[src/rtl/seg7_scan_driver_if.sv]
// Purpose: display-side bundle between a result register bank and the scan driver.
// Latency: wires only; no storage.
// Backpressure: none; load is a fire-and-forget strobe, the driver always accepts it.
//
// Signals: value/dp/lz_blank/load/blank flow toward the driver (master drives them);
// seg/dp_out/an/frame_tick flow back toward the board pins (slave drives them).
interface seg7_scan_driver_if #(
    parameter int DIGITS = 4
);
    logic [4*DIGITS-1:0] value;       // packed hex digits, nibble i -> digit i
    logic [DIGITS-1:0]   dp;          // decimal-point enables, bit i -> digit i
    logic                lz_blank;    // leading-zero blanking enable
    logic                load;        // one-cycle capture strobe
    logic                blank;       // unbuffered force-dark
    logic [6:0]          seg;         // {g,f,e,d,c,b,a}, physical polarity
    logic                dp_out;      // decimal point, physical polarity
    logic [DIGITS-1:0]   an;          // one-hot anode enable, physical polarity
    logic                frame_tick;  // pulse after the scan wraps to digit 0

    modport master (
        output value, dp, lz_blank, load, blank,
        input  seg, dp_out, an, frame_tick
    );

    modport slave (
        input  value, dp, lz_blank, load, blank,
        output seg, dp_out, an, frame_tick
    );
endinterface

[src/rtl/seg7_scan_driver.sv]
// Purpose: time-multiplexed hex display driver, double-buffered, with lz/global blanking.
// Latency: all outputs registered, one cycle after idx/active content/blank change.
// Backpressure: none; loads are always accepted and promoted only on frame wrap.
//
// Ports: clk, resetn (synchronous, active-low); disp (slave modport) carries the
// value/dp/lz_blank/load/blank inputs and seg/dp_out/an/frame_tick outputs.
module seg7_scan_driver #(
    parameter int DIGITS     = 4,
    parameter int PRESCALE   = 50000,
    parameter bit ACTIVE_LOW = 1'b1
) (
    input  logic                clk,
    input  logic                resetn,
    seg7_scan_driver_if.slave   disp
);
    localparam int PW = $clog2(PRESCALE);
    localparam int IW = $clog2(DIGITS);
    localparam int VW = 4 * DIGITS;

    // scan position
    logic [PW-1:0]     pcnt_q, pcnt_d;
    logic [IW-1:0]     idx_q, idx_d;
    logic              tc, wrap;

    // pending and active display content
    logic              pend_q, pend_d;
    logic [VW-1:0]     pval_q, pval_d, aval_q, aval_d;
    logic [DIGITS-1:0] pdp_q, pdp_d, adp_q, adp_d;
    logic              plz_q, plz_d, alz_q, alz_d;

    // registered pin drivers
    logic [6:0]        seg_q, seg_d;
    logic              dpo_q, dpo_d;
    logic [DIGITS-1:0] an_q, an_d;
    logic              ft_q, ft_d;

    // decode intermediates
    logic [3:0]        nib;
    logic              dp_sel;
    logic              dark;
    logic              zero_run;
    logic [6:0]        seg_hi;
    logic              dp_hi;
    logic [DIGITS-1:0] an_hi;

    function automatic logic [6:0] glyph(input logic [3:0] n);
        logic [6:0] g;
        case (n)
            4'h0: g = 7'h3F;
            4'h1: g = 7'h06;
            4'h2: g = 7'h5B;
            4'h3: g = 7'h4F;
            4'h4: g = 7'h66;
            4'h5: g = 7'h6D;
            4'h6: g = 7'h7D;
            4'h7: g = 7'h07;
            4'h8: g = 7'h7F;
            4'h9: g = 7'h67;
            4'hA: g = 7'h77;
            4'hB: g = 7'h7C;
            4'hC: g = 7'h39;
            4'hD: g = 7'h5E;
            4'hE: g = 7'h79;
            default: g = 7'h71;
        endcase
        return g;
    endfunction

    assign tc   = (pcnt_q == PW'(PRESCALE - 1));
    assign wrap = tc && (idx_q == IW'(DIGITS - 1));

    // scan counters and buffer promotion
    always_comb begin
        pcnt_d = pcnt_q;
        idx_d  = idx_q;
        pend_d = pend_q;
        pval_d = pval_q;
        pdp_d  = pdp_q;
        plz_d  = plz_q;
        aval_d = aval_q;
        adp_d  = adp_q;
        alz_d  = alz_q;

        if (tc) begin
            pcnt_d = '0;
            idx_d  = (idx_q == IW'(DIGITS - 1)) ? '0 : idx_q + IW'(1);
        end else begin
            pcnt_d = pcnt_q + PW'(1);
        end

        // A load landing on the wrap goes straight to active so it is shown
        // from the very first digit of the new frame.
        if (disp.load && wrap) begin
            aval_d = disp.value;
            adp_d  = disp.dp;
            alz_d  = disp.lz_blank;
            pend_d = 1'b0;
        end else if (disp.load) begin
            pval_d = disp.value;
            pdp_d  = disp.dp;
            plz_d  = disp.lz_blank;
            pend_d = 1'b1;
        end else if (wrap && pend_q) begin
            aval_d = pval_q;
            adp_d  = pdp_q;
            alz_d  = plz_q;
            pend_d = 1'b0;
        end
    end

    // digit select, leading-zero detection and glyph decode
    always_comb begin
        nib      = 4'h0;
        dp_sel   = 1'b0;
        dark     = 1'b0;
        zero_run = 1'b1;
        an_hi    = '0;

        // Walk from the most significant digit down; zero_run stays set only
        // while every nibble seen so far is zero, i.e. the digit is a leading zero.
        for (int i = DIGITS - 1; i >= 0; i--) begin
            zero_run = zero_run & (aval_q[i*4 +: 4] == 4'h0);
            if (idx_q == IW'(i)) begin
                nib      = aval_q[i*4 +: 4];
                dp_sel   = adp_q[i];
                dark     = alz_q & zero_run & (i != 0);
                an_hi[i] = 1'b1;
            end
        end

        // dark digits keep their anode so the scan duty stays constant
        seg_hi = dark ? 7'h00 : glyph(nib);
        dp_hi  = dark ? 1'b0 : dp_sel;

        if (disp.blank) begin
            seg_hi = 7'h00;
            dp_hi  = 1'b0;
            an_hi  = '0;
        end

        seg_d = seg_hi ^ {7{ACTIVE_LOW}};
        dpo_d = dp_hi ^ ACTIVE_LOW;
        an_d  = an_hi ^ {DIGITS{ACTIVE_LOW}};
        ft_d  = wrap;
    end

    always_ff @(posedge clk) begin
        if (!resetn) begin
            pcnt_q <= '0;
            idx_q  <= '0;
            pend_q <= 1'b0;
            pval_q <= '0;
            pdp_q  <= '0;
            plz_q  <= 1'b0;
            aval_q <= '0;
            adp_q  <= '0;
            alz_q  <= 1'b0;
            seg_q  <= {7{ACTIVE_LOW}};
            dpo_q  <= ACTIVE_LOW;
            an_q   <= {DIGITS{ACTIVE_LOW}};
            ft_q   <= 1'b0;
        end else begin
            pcnt_q <= pcnt_d;
            idx_q  <= idx_d;
            pend_q <= pend_d;
            pval_q <= pval_d;
            pdp_q  <= pdp_d;
            plz_q  <= plz_d;
            aval_q <= aval_d;
            adp_q  <= adp_d;
            alz_q  <= alz_d;
            seg_q  <= seg_d;
            dpo_q  <= dpo_d;
            an_q   <= an_d;
            ft_q   <= ft_d;
        end
    end

    assign disp.seg        = seg_q;
    assign disp.dp_out     = dpo_q;
    assign disp.an         = an_q;
    assign disp.frame_tick = ft_q;

endmodule

[src/flat_wrapper.sv]
// flat-port wrapper written by rule: the top's interface ports become plain ports
module seg7_scan_driver_flat 
#(
    parameter int DIGITS     = 4,
    parameter int PRESCALE   = 50000,
    parameter bit ACTIVE_LOW = 1'b1
)
  (clk, resetn, disp_value, disp_dp, disp_lz_blank, disp_load, disp_blank, disp_seg, disp_dp_out, disp_an, disp_frame_tick);
  seg7_scan_driver_if #(.DIGITS(DIGITS)) disp_i ();
  input  logic clk;
  input  logic resetn;
  input wire logic [$bits(disp_i.value)-1:0] disp_value;
  input wire logic [$bits(disp_i.dp)-1:0] disp_dp;
  input wire logic [$bits(disp_i.lz_blank)-1:0] disp_lz_blank;
  input wire logic [$bits(disp_i.load)-1:0] disp_load;
  input wire logic [$bits(disp_i.blank)-1:0] disp_blank;
  output wire logic [$bits(disp_i.seg)-1:0] disp_seg;
  output wire logic [$bits(disp_i.dp_out)-1:0] disp_dp_out;
  output wire logic [$bits(disp_i.an)-1:0] disp_an;
  output wire logic [$bits(disp_i.frame_tick)-1:0] disp_frame_tick;
  assign disp_i.value = disp_value;
  assign disp_i.dp = disp_dp;
  assign disp_i.lz_blank = disp_lz_blank;
  assign disp_i.load = disp_load;
  assign disp_i.blank = disp_blank;
  assign disp_seg = disp_i.seg;
  assign disp_dp_out = disp_i.dp_out;
  assign disp_an = disp_i.an;
  assign disp_frame_tick = disp_i.frame_tick;
  seg7_scan_driver #(.DIGITS(DIGITS), .PRESCALE(PRESCALE), .ACTIVE_LOW(ACTIVE_LOW)) u_core (.clk(clk), .resetn(resetn), .disp(disp_i));
endmodule
[config.mk]
export PLATFORM = sky130hd
export DESIGN_NAME = seg7_scan_driver_flat
export DESIGN_NICKNAME = d
export VERILOG_FILES = /design/src/rtl/seg7_scan_driver_if.sv /design/src/rtl/seg7_scan_driver.sv /design/src/flat_wrapper.sv
export SDC_FILE = /design/constraint.sdc
export NUM_CORES = 1
export LEC_CHECK = 0
export BUFFER_PORTS_ARGS = -buffer_cell sky130_fd_sc_hd__buf_2
export CAP_MARGIN = 20
export CORE_MARGIN = 2
export CORE_UTILIZATION = 57
export CTS_BUF_LIST = sky130_fd_sc_hd__clkbuf_8
export DETAILED_ROUTE_END_ITERATION = 10
export HOLD_SLACK_MARGIN = 0.1
export PLACE_DENSITY = 0.87
export SLEW_MARGIN = 20
export SYNTH_ARGS = -nofsm -noshare
export SYNTH_HDL_FRONTEND = slang
export SYNTH_SLANG_ARGS = --single-unit
[constraint.sdc]
create_clock -name clk -period 4.7 [get_ports clk]
set_input_delay 0.705 -clock clk [delete_from_list [all_inputs] [get_ports clk]]
set_output_delay 0.705 -clock clk [all_outputs]
set_load 0.005 [all_outputs]
==> impl_metrics.env, run 1 <==
export IMPL_track_usage_pct=21.5
export IMPL_drive_gt1_share_pct=19.7
export IMPL_start_util_pct=59.8
export IMPL_cts_sinks=74
export IMPL_numPortBuffers=37
export IMPL_cts_made_buffers=9
export IMPL_placeableCoreArea_mm2=0.00603
export IMPL_holdWs_ns=0.476
export IMPL_synth_top_area_share_pct=41.1
export IMPL_ys_seq_elements=74
export IMPL_path_class="reg -> reg"
export IMPL_drt_iter0_drc=88
export IMPL_p_per_area_mw_per_mm2=312
export IMPL_power_total_mw=1.23
export IMPL_relSlewSlack_pct=30.2
export IMPL_overflow=0
export IMPL_rows=28
export IMPL_clk_pin_slew_ns=0.08
export IMPL_dp_cells=470
export IMPL_cp_max_fo=11
export IMPL_skew_ns=0.00521
export IMPL_synthesis_area_mm2=0.00360
export IMPL_outcome="completed"
export IMPL_period_share_pct=60.0
export IMPL_combinationalPowerShare_pct=6.5
export IMPL_cts_tree="built"
export IMPL_power_switching_share_pct=23.8
export IMPL_crit_family="compound AO/OA/AOI/OAI gates"
export IMPL_tns_ns=0
export IMPL_leakage_nw=1.46
export IMPL_diodes=0
export IMPL_antenna_found_initial=0
export IMPL_hp_class="reg -> reg"
export IMPL_setup_violations=0
export IMPL_place_gp_congestion=0.916
export IMPL_netlist_instances=376
export IMPL_finalCriticalPeriod_ns=2.82
export IMPL_drc=0
export IMPL_wl_per_cell_um=14.8
export IMPL_power_share_clock_pct=40.6
export IMPL_fp_dieH_um=83.5
export IMPL_synth_warnings=0
export IMPL_netlist_cell_type_count=44
export IMPL_synth_edf_count=0
export IMPL_switching_power_uw=293
export IMPL_drt_total_wl_mm=7.21
export IMPL_slowest_stage="o21ai_0"
export IMPL_final_cell_mix="dfxtp_1, nor2b_1, nor2_1"
export IMPL_cp_end_kind="flop"
export IMPL_hold_buffers=0
export IMPL_slew_violations=0
export IMPL_grt_max_degree=31
export IMPL_die_area_mm2=0.00697
export IMPL_avgViaCountPerCell=5.51
export IMPL_grt_pass1_vias=2719
export IMPL_worst_pin_slew_ns=1.04
export IMPL_ir_drop_uv=198
export IMPL_crit_chain="inv_1 -> ha_1 -> o311ai_0 -> o21ai_0 -> o21ai_0 -> inv_1 -> ha_1 -> nor2_1 -> a211oi_1 -> o31ai_1"
export IMPL_syn_nets=412
export IMPL_cts_htree_levels=3
export IMPL_rsz0062_at_grt="no"
export IMPL_p_int_uw=939
export IMPL_p_seq_share_pct=52.9
export IMPL_syn_avg_cell_area_um2=9.58
export IMPL_cts_buffer_depth=2
export IMPL_dpl_cell_area_mm2=0.00375
export IMPL_antenna_left=0
export IMPL_startpoint_type="flop"
export IMPL_vias=2679
export IMPL_ys_async_sr_fraction_pct=0
export IMPL_hold_viol=0
export IMPL_final_common_cell="dfxtp_1"
export IMPL_fmaxAchievable_mhz=355
export IMPL_grt_pass1_wl_mm=12.3
export IMPL_synth_area_leader_cell="dfxtp_1"
export IMPL_layout_area_overhead_vs_synth_pct=9.73
export IMPL_postCtsSetupBuffers=0
export IMPL_ios=38
export IMPL_worstSkewPairLatency_ns=0.35
export IMPL_num_fill_cells=481
export IMPL_final_cell_area_mm2=0.00395
export IMPL_yosysSeqAreaShare_pct=41.1
export IMPL_cts_root_buf="clkbuf_8"
export IMPL_worstPathRequired_ns=4.93
export IMPL_crit_buf_inv=2
export IMPL_fp_dieW_um=83.5
export IMPL_worstPathArrival_ns=3.05
export IMPL_synthFlopType="dfxtp_1"
export IMPL_synth_area_top_cells="dfxtp_1, o32ai_2, nor2b_1"
export IMPL_drv_cap=0
export IMPL_final_net_count=442
export IMPL_post_layout_nonfiller_instances=486
export IMPL_ctsResizeCount=0
export IMPL_critical_path_max_stage_delay_ns=0.48
export IMPL_drt_pass1_iter_count=4
export IMPL_post_dp_hpwl_mm=5.05
==> stage by stage <==
stage | setup WS [ns] | util, %
after floorplan | 2.23 | -
after global placement | 2.08 | 62.2
after detailed placement | 1.93 | 62.2
after CTS | 1.89 | 65.6
after global routing | 1.63 | 65.6
final | 1.88 | 65.6
==> power by group through the flow <==
| stage | Clock, mW | Combinational, mW | Sequential [mW] |
|---|---|---|---|
| 5_1_grt | 0.532 | 0.0897 | 0.654 |
| 2_1_floorplan | 0 | 0.0591 | 0.665 |
| 4_1_cts | 0.507 | 0.0809 | 0.652 |
| 6_report | 0.500 | 0.0803 | 0.652 |
| 3_3_place_gp | 0 | 0.0773 | 0.666 |
| 3_5_place_dp | 0 | 0.0807 | 0.667 |
==> registers in the layout (all words and copies together) (netlist names) <==
register / cells
u_core.disp.dp_out: 1
u_core.adp_q: 4
u_core.idx_q: 2
u_core.disp.seg: 7
u_core.pcnt_q: 16
u_core.pdp_q: 4
u_core.disp.frame_tick: 1
u_core.aval_q: 16
u_core.disp.an: 4
u_core.pval_q: 16
u_core.alz_q: 1
u_core.plz_q: 1
u_core.pend_q: 1
==> synth_stat cells, types with 6 or more instances <==
cell type	count
inv_1	31
xnor2_1	7
nor2b_1	45
clkbuf_1	7
mux2i_1	24
o21ai_0	9
nand3_1	6
xor2_1	7
dfxtp_1	74
ha_1	11
nor2_1	42
nand2_1	24
o32ai_2	21
==> routing by layer <==
metal	vias up	global-route usage, %	wire length (µm)
met5	-	0	0
met4	0	10.3	104
met3	12	4.35	353
met2	63	36.0	3380
met1	1255	26.5	3370
li1	1349	-	-
==> cell type report <==
| cell class | instances | area [µm²] | share of cell area (%) |
|---|---|---|---|
| flip-flops and latches | 74 | 1480 | 37.5 |
| clock buffers | 10 | 138 | 3.48 |
| inverters | 31 | 116 | 2.94 |
| repair buffers | 39 | 200 | 5.06 |
| multi-input cells | 251 | 1860 | 47.0 |
| clock inverters | 6 | 66.3 | 1.68 |
| well taps | 75 | 93.8 | 2.37 |
==> cells by family (layout without fill, tap and decap cells) <==
kind of cell               after synthesis  after routing  synth area share, %
buffers and inverters                   51             86                 7.40
muxes                                   24             24                 6.67
AOI/OAI and AO/OA                       58             58                 16.8
xor gates and xnor gates                14             14                 3.40
and+or+nand+nor                        144            144                 20.8
DFF                                     74             74                 41.1
adders and majority gates               11             11                 3.82
==> final timing paths <==
check                   startpoint                 end  slack (ns)  cells after the start
setup / recovery   u_core.idx_q[0]  u_core.disp.seg[3]        1.88                     10
setup reg to reg   u_core.idx_q[0]  u_core.disp.seg[3]        1.88                     10
hold reg to reg   u_core.pcnt_q[0]    u_core.pcnt_q[0]        0.48                      1
hold / removal    u_core.pcnt_q[0]    u_core.pcnt_q[0]        0.48                      1
No activity file was read; power rests on OpenSTA's default activity.
==> run 2, diff against run 1 <==
clock period = 2.9 ns   (was 4.7 ns; I/O delays follow)
==> impl_metrics.env, run 2 (synthesis results as in run 1) <==
export IMPL_outcome="completed"
export IMPL_path_class="reg -> reg"
export IMPL_wl_per_cell_um=14.4
export IMPL_r2r_slack_ns=0.38
export IMPL_power_share_clock_pct=38.0
export IMPL_worstPathArrival_ns=2.76
export IMPL_postCtsSetupBuffers=0
export IMPL_placeableCoreArea_mm2=0.00603
export IMPL_drt_pass1_iter_count=4
export IMPL_final_net_count=448
export IMPL_hp_class="in -> reg"
export IMPL_hold_depth=3
export IMPL_ios=38
export IMPL_leakage_nw=1.49
export IMPL_cp_end_kind="flop"
export IMPL_cts_buffer_depth=2
export IMPL_diodes=0
export IMPL_avgViaCountPerCell=5.51
export IMPL_ctsResizeCount=0
export IMPL_place_gp_congestion=0.951
export IMPL_ir_drop_uv=348
export IMPL_start_util_pct=59.8
export IMPL_drv_cap=0
export IMPL_final_cell_mix="dfxtp_1, nor2b_1, nor2_1"
export IMPL_antenna_found_initial=0
export IMPL_power_switching_share_pct=22.6
export IMPL_top_regs="u_core.aval_q: 16 flops, u_core.pcnt_q: 16 flops, u_core.pval_q: 16 flops"
export IMPL_grt_pass1_wl_mm=12.3
export IMPL_die_area_mm2=0.00697
export IMPL_relSlewSlack_pct=52.2
export IMPL_cts_root_buf="clkbuf_8"
export IMPL_worstSkewPairLatency_ns=0.34
export IMPL_post_layout_nonfiller_instances=490
export IMPL_worstPathRequired_ns=3.14
export IMPL_p_seq_share_pct=55.1
export IMPL_hold_buffers=0
export IMPL_overflow=0
export IMPL_antenna_left=0
export IMPL_fp_dieW_um=83.5
export IMPL_fmaxAchievable_mhz=397
export IMPL_reg2reg_from="u_core.idx_q[0]"
export IMPL_cts_htree_levels=3
export IMPL_clk_pin_slew_ns=0.07
export IMPL_startpoint_type="flop"
export IMPL_vias=2698
export IMPL_dp_cells=476
export IMPL_worstReg2RegEnd="u_core.disp.seg[3]"
export IMPL_skew_ns=0.00712
export IMPL_switching_power_uw=434
export IMPL_period_share_pct=86.9
export IMPL_min_from="disp_blank"
export IMPL_p_int_mw=1.49
export IMPL_cts_sinks=74
export IMPL_p_per_area_mw_per_mm2=484
export IMPL_drt_iter0_drc=153
export IMPL_final_common_cell="dfxtp_1"
export IMPL_rsz0062_at_grt="no"
export IMPL_hold_viol=0
export IMPL_slew_violations=0
export IMPL_combinationalPowerShare_pct=6.9
export IMPL_tns_ns=0
export IMPL_drt_total_wl_mm=7.06
export IMPL_whs_endpoint="u_core.disp.an[3]"
export IMPL_worst_pin_slew_ns=0.716
export IMPL_post_dp_hpwl_mm=5.00
export IMPL_drive_gt1_share_pct=20.0
export IMPL_layout_area_overhead_vs_synth_pct=10.0
export IMPL_r2r_cells=10
export IMPL_cts_made_buffers=9
export IMPL_drc=0
export IMPL_grt_max_degree=30
export IMPL_fp_dieH_um=83.5
export IMPL_track_usage_pct=21.6
export IMPL_cp_max_fo=11
export IMPL_rows=28
export IMPL_cts_tree="built"
export IMPL_grt_pass1_vias=2641
export IMPL_numPortBuffers=37
export IMPL_finalCriticalPeriod_ns=2.52
export IMPL_setup_violations=0
[run 2: cell count changes in the layout (fill, tap and decap cells not counted)]
| cell | previous run | this run |
|---|---|---|
| clkinv_2 | 1 | 3 |
| inv_1 | 31 | 32 |
| clkinvlp_4 | 3 | 0 |
| clkinv_4 | 1 | 0 |
| clkbuf_8 | 10 | 9 |
| o311ai_1 | 0 | 1 |
| o21ai_0 | 9 | 8 |
| nand2_1 | 23 | 24 |
| o311ai_0 | 2 | 1 |
| o21ai_1 | 3 | 4 |
| nand2_2 | 1 | 0 |
| buf_4 | 2 | 8 |
[run 2: area by class of cell]
| class | count | area [µm²] |
|---|---|---|
| Clock buffer | 9 | 124 |
| Clock inverter | 5 | 48.8 |
| Fill cell | 468 | 2060 |
| Inverter | 31 | 116 |
| Multi-Input combinational cell | 251 | 1850 |
| Sequential cell | 74 | 1480 |
| Tap cell | 75 | 93.8 |
| Timing Repair Buffer | 45 | 245 |
[run 2: layer usage]
layer  share of wire, %  track usage (%)
met5                  0                0
met1                 47             27.5
met3                4.1             4.35
met2                 46             35.0
met4                2.8             10.3
[run 2: how the worst max path moves through the flow]
stage,from,to,slack (ns)
floorplan,u_core.idx_q[0],u_core.disp.seg[3],0.43
global placement,u_core.idx_q[0],u_core.disp.seg[3],0.55
detailed placement,u_core.idx_q[0],u_core.disp.seg[3],0.39
CTS,u_core.idx_q[0],u_core.disp.seg[3],0.30
global route,u_core.idx_q[0],u_core.disp.seg[3],0.09
finish,u_core.idx_q[0],u_core.disp.seg[3],0.38
[run 2: worst max-delay path: stages (launching register included)]
cell	delay, ns
dfxtp_1	0.41
inv_1	0.09
ha_1	0.33
o311ai_1	0.27
o21ai_0	0.12
o21ai_1	0.18
inv_1	0.12
ha_1	0.36
nor2_1	0.15
a211oi_1	0.08
o31ai_1	0.31
[run 2: per-stage QoR]
step | setup slack, ns | instance area [µm²] | power [mW] | utilization [%] | hold slack (ns)
2_1_floorplan | 0.428 | 3600 | 1.17 | - | 0.431
3_3_place_gp | 0.554 | 3790 | 1.21 | 62.9 | 0.444
3_5_place_dp | 0.391 | 3790 | 1.21 | 62.9 | 0.465
4_1_cts | 0.302 | 3960 | 1.93 | 65.8 | 0.345
5_1_grt | 0.0938 | 3960 | 1.99 | 65.8 | 0.362
6_report | 0.381 | 3960 | 1.92 | 65.8 | 0.358
[run 2: power groups by stage]
stage          sequential, mW  combinational, mW  clock [mW]
6_report                 1.06              0.133       0.730
5_1_grt                  1.06              0.147       0.785
4_1_cts                  1.06              0.134       0.743
3_5_place_dp             1.08              0.133           0
3_3_place_gp             1.08              0.130           0
2_1_floorplan            1.08             0.0958           0
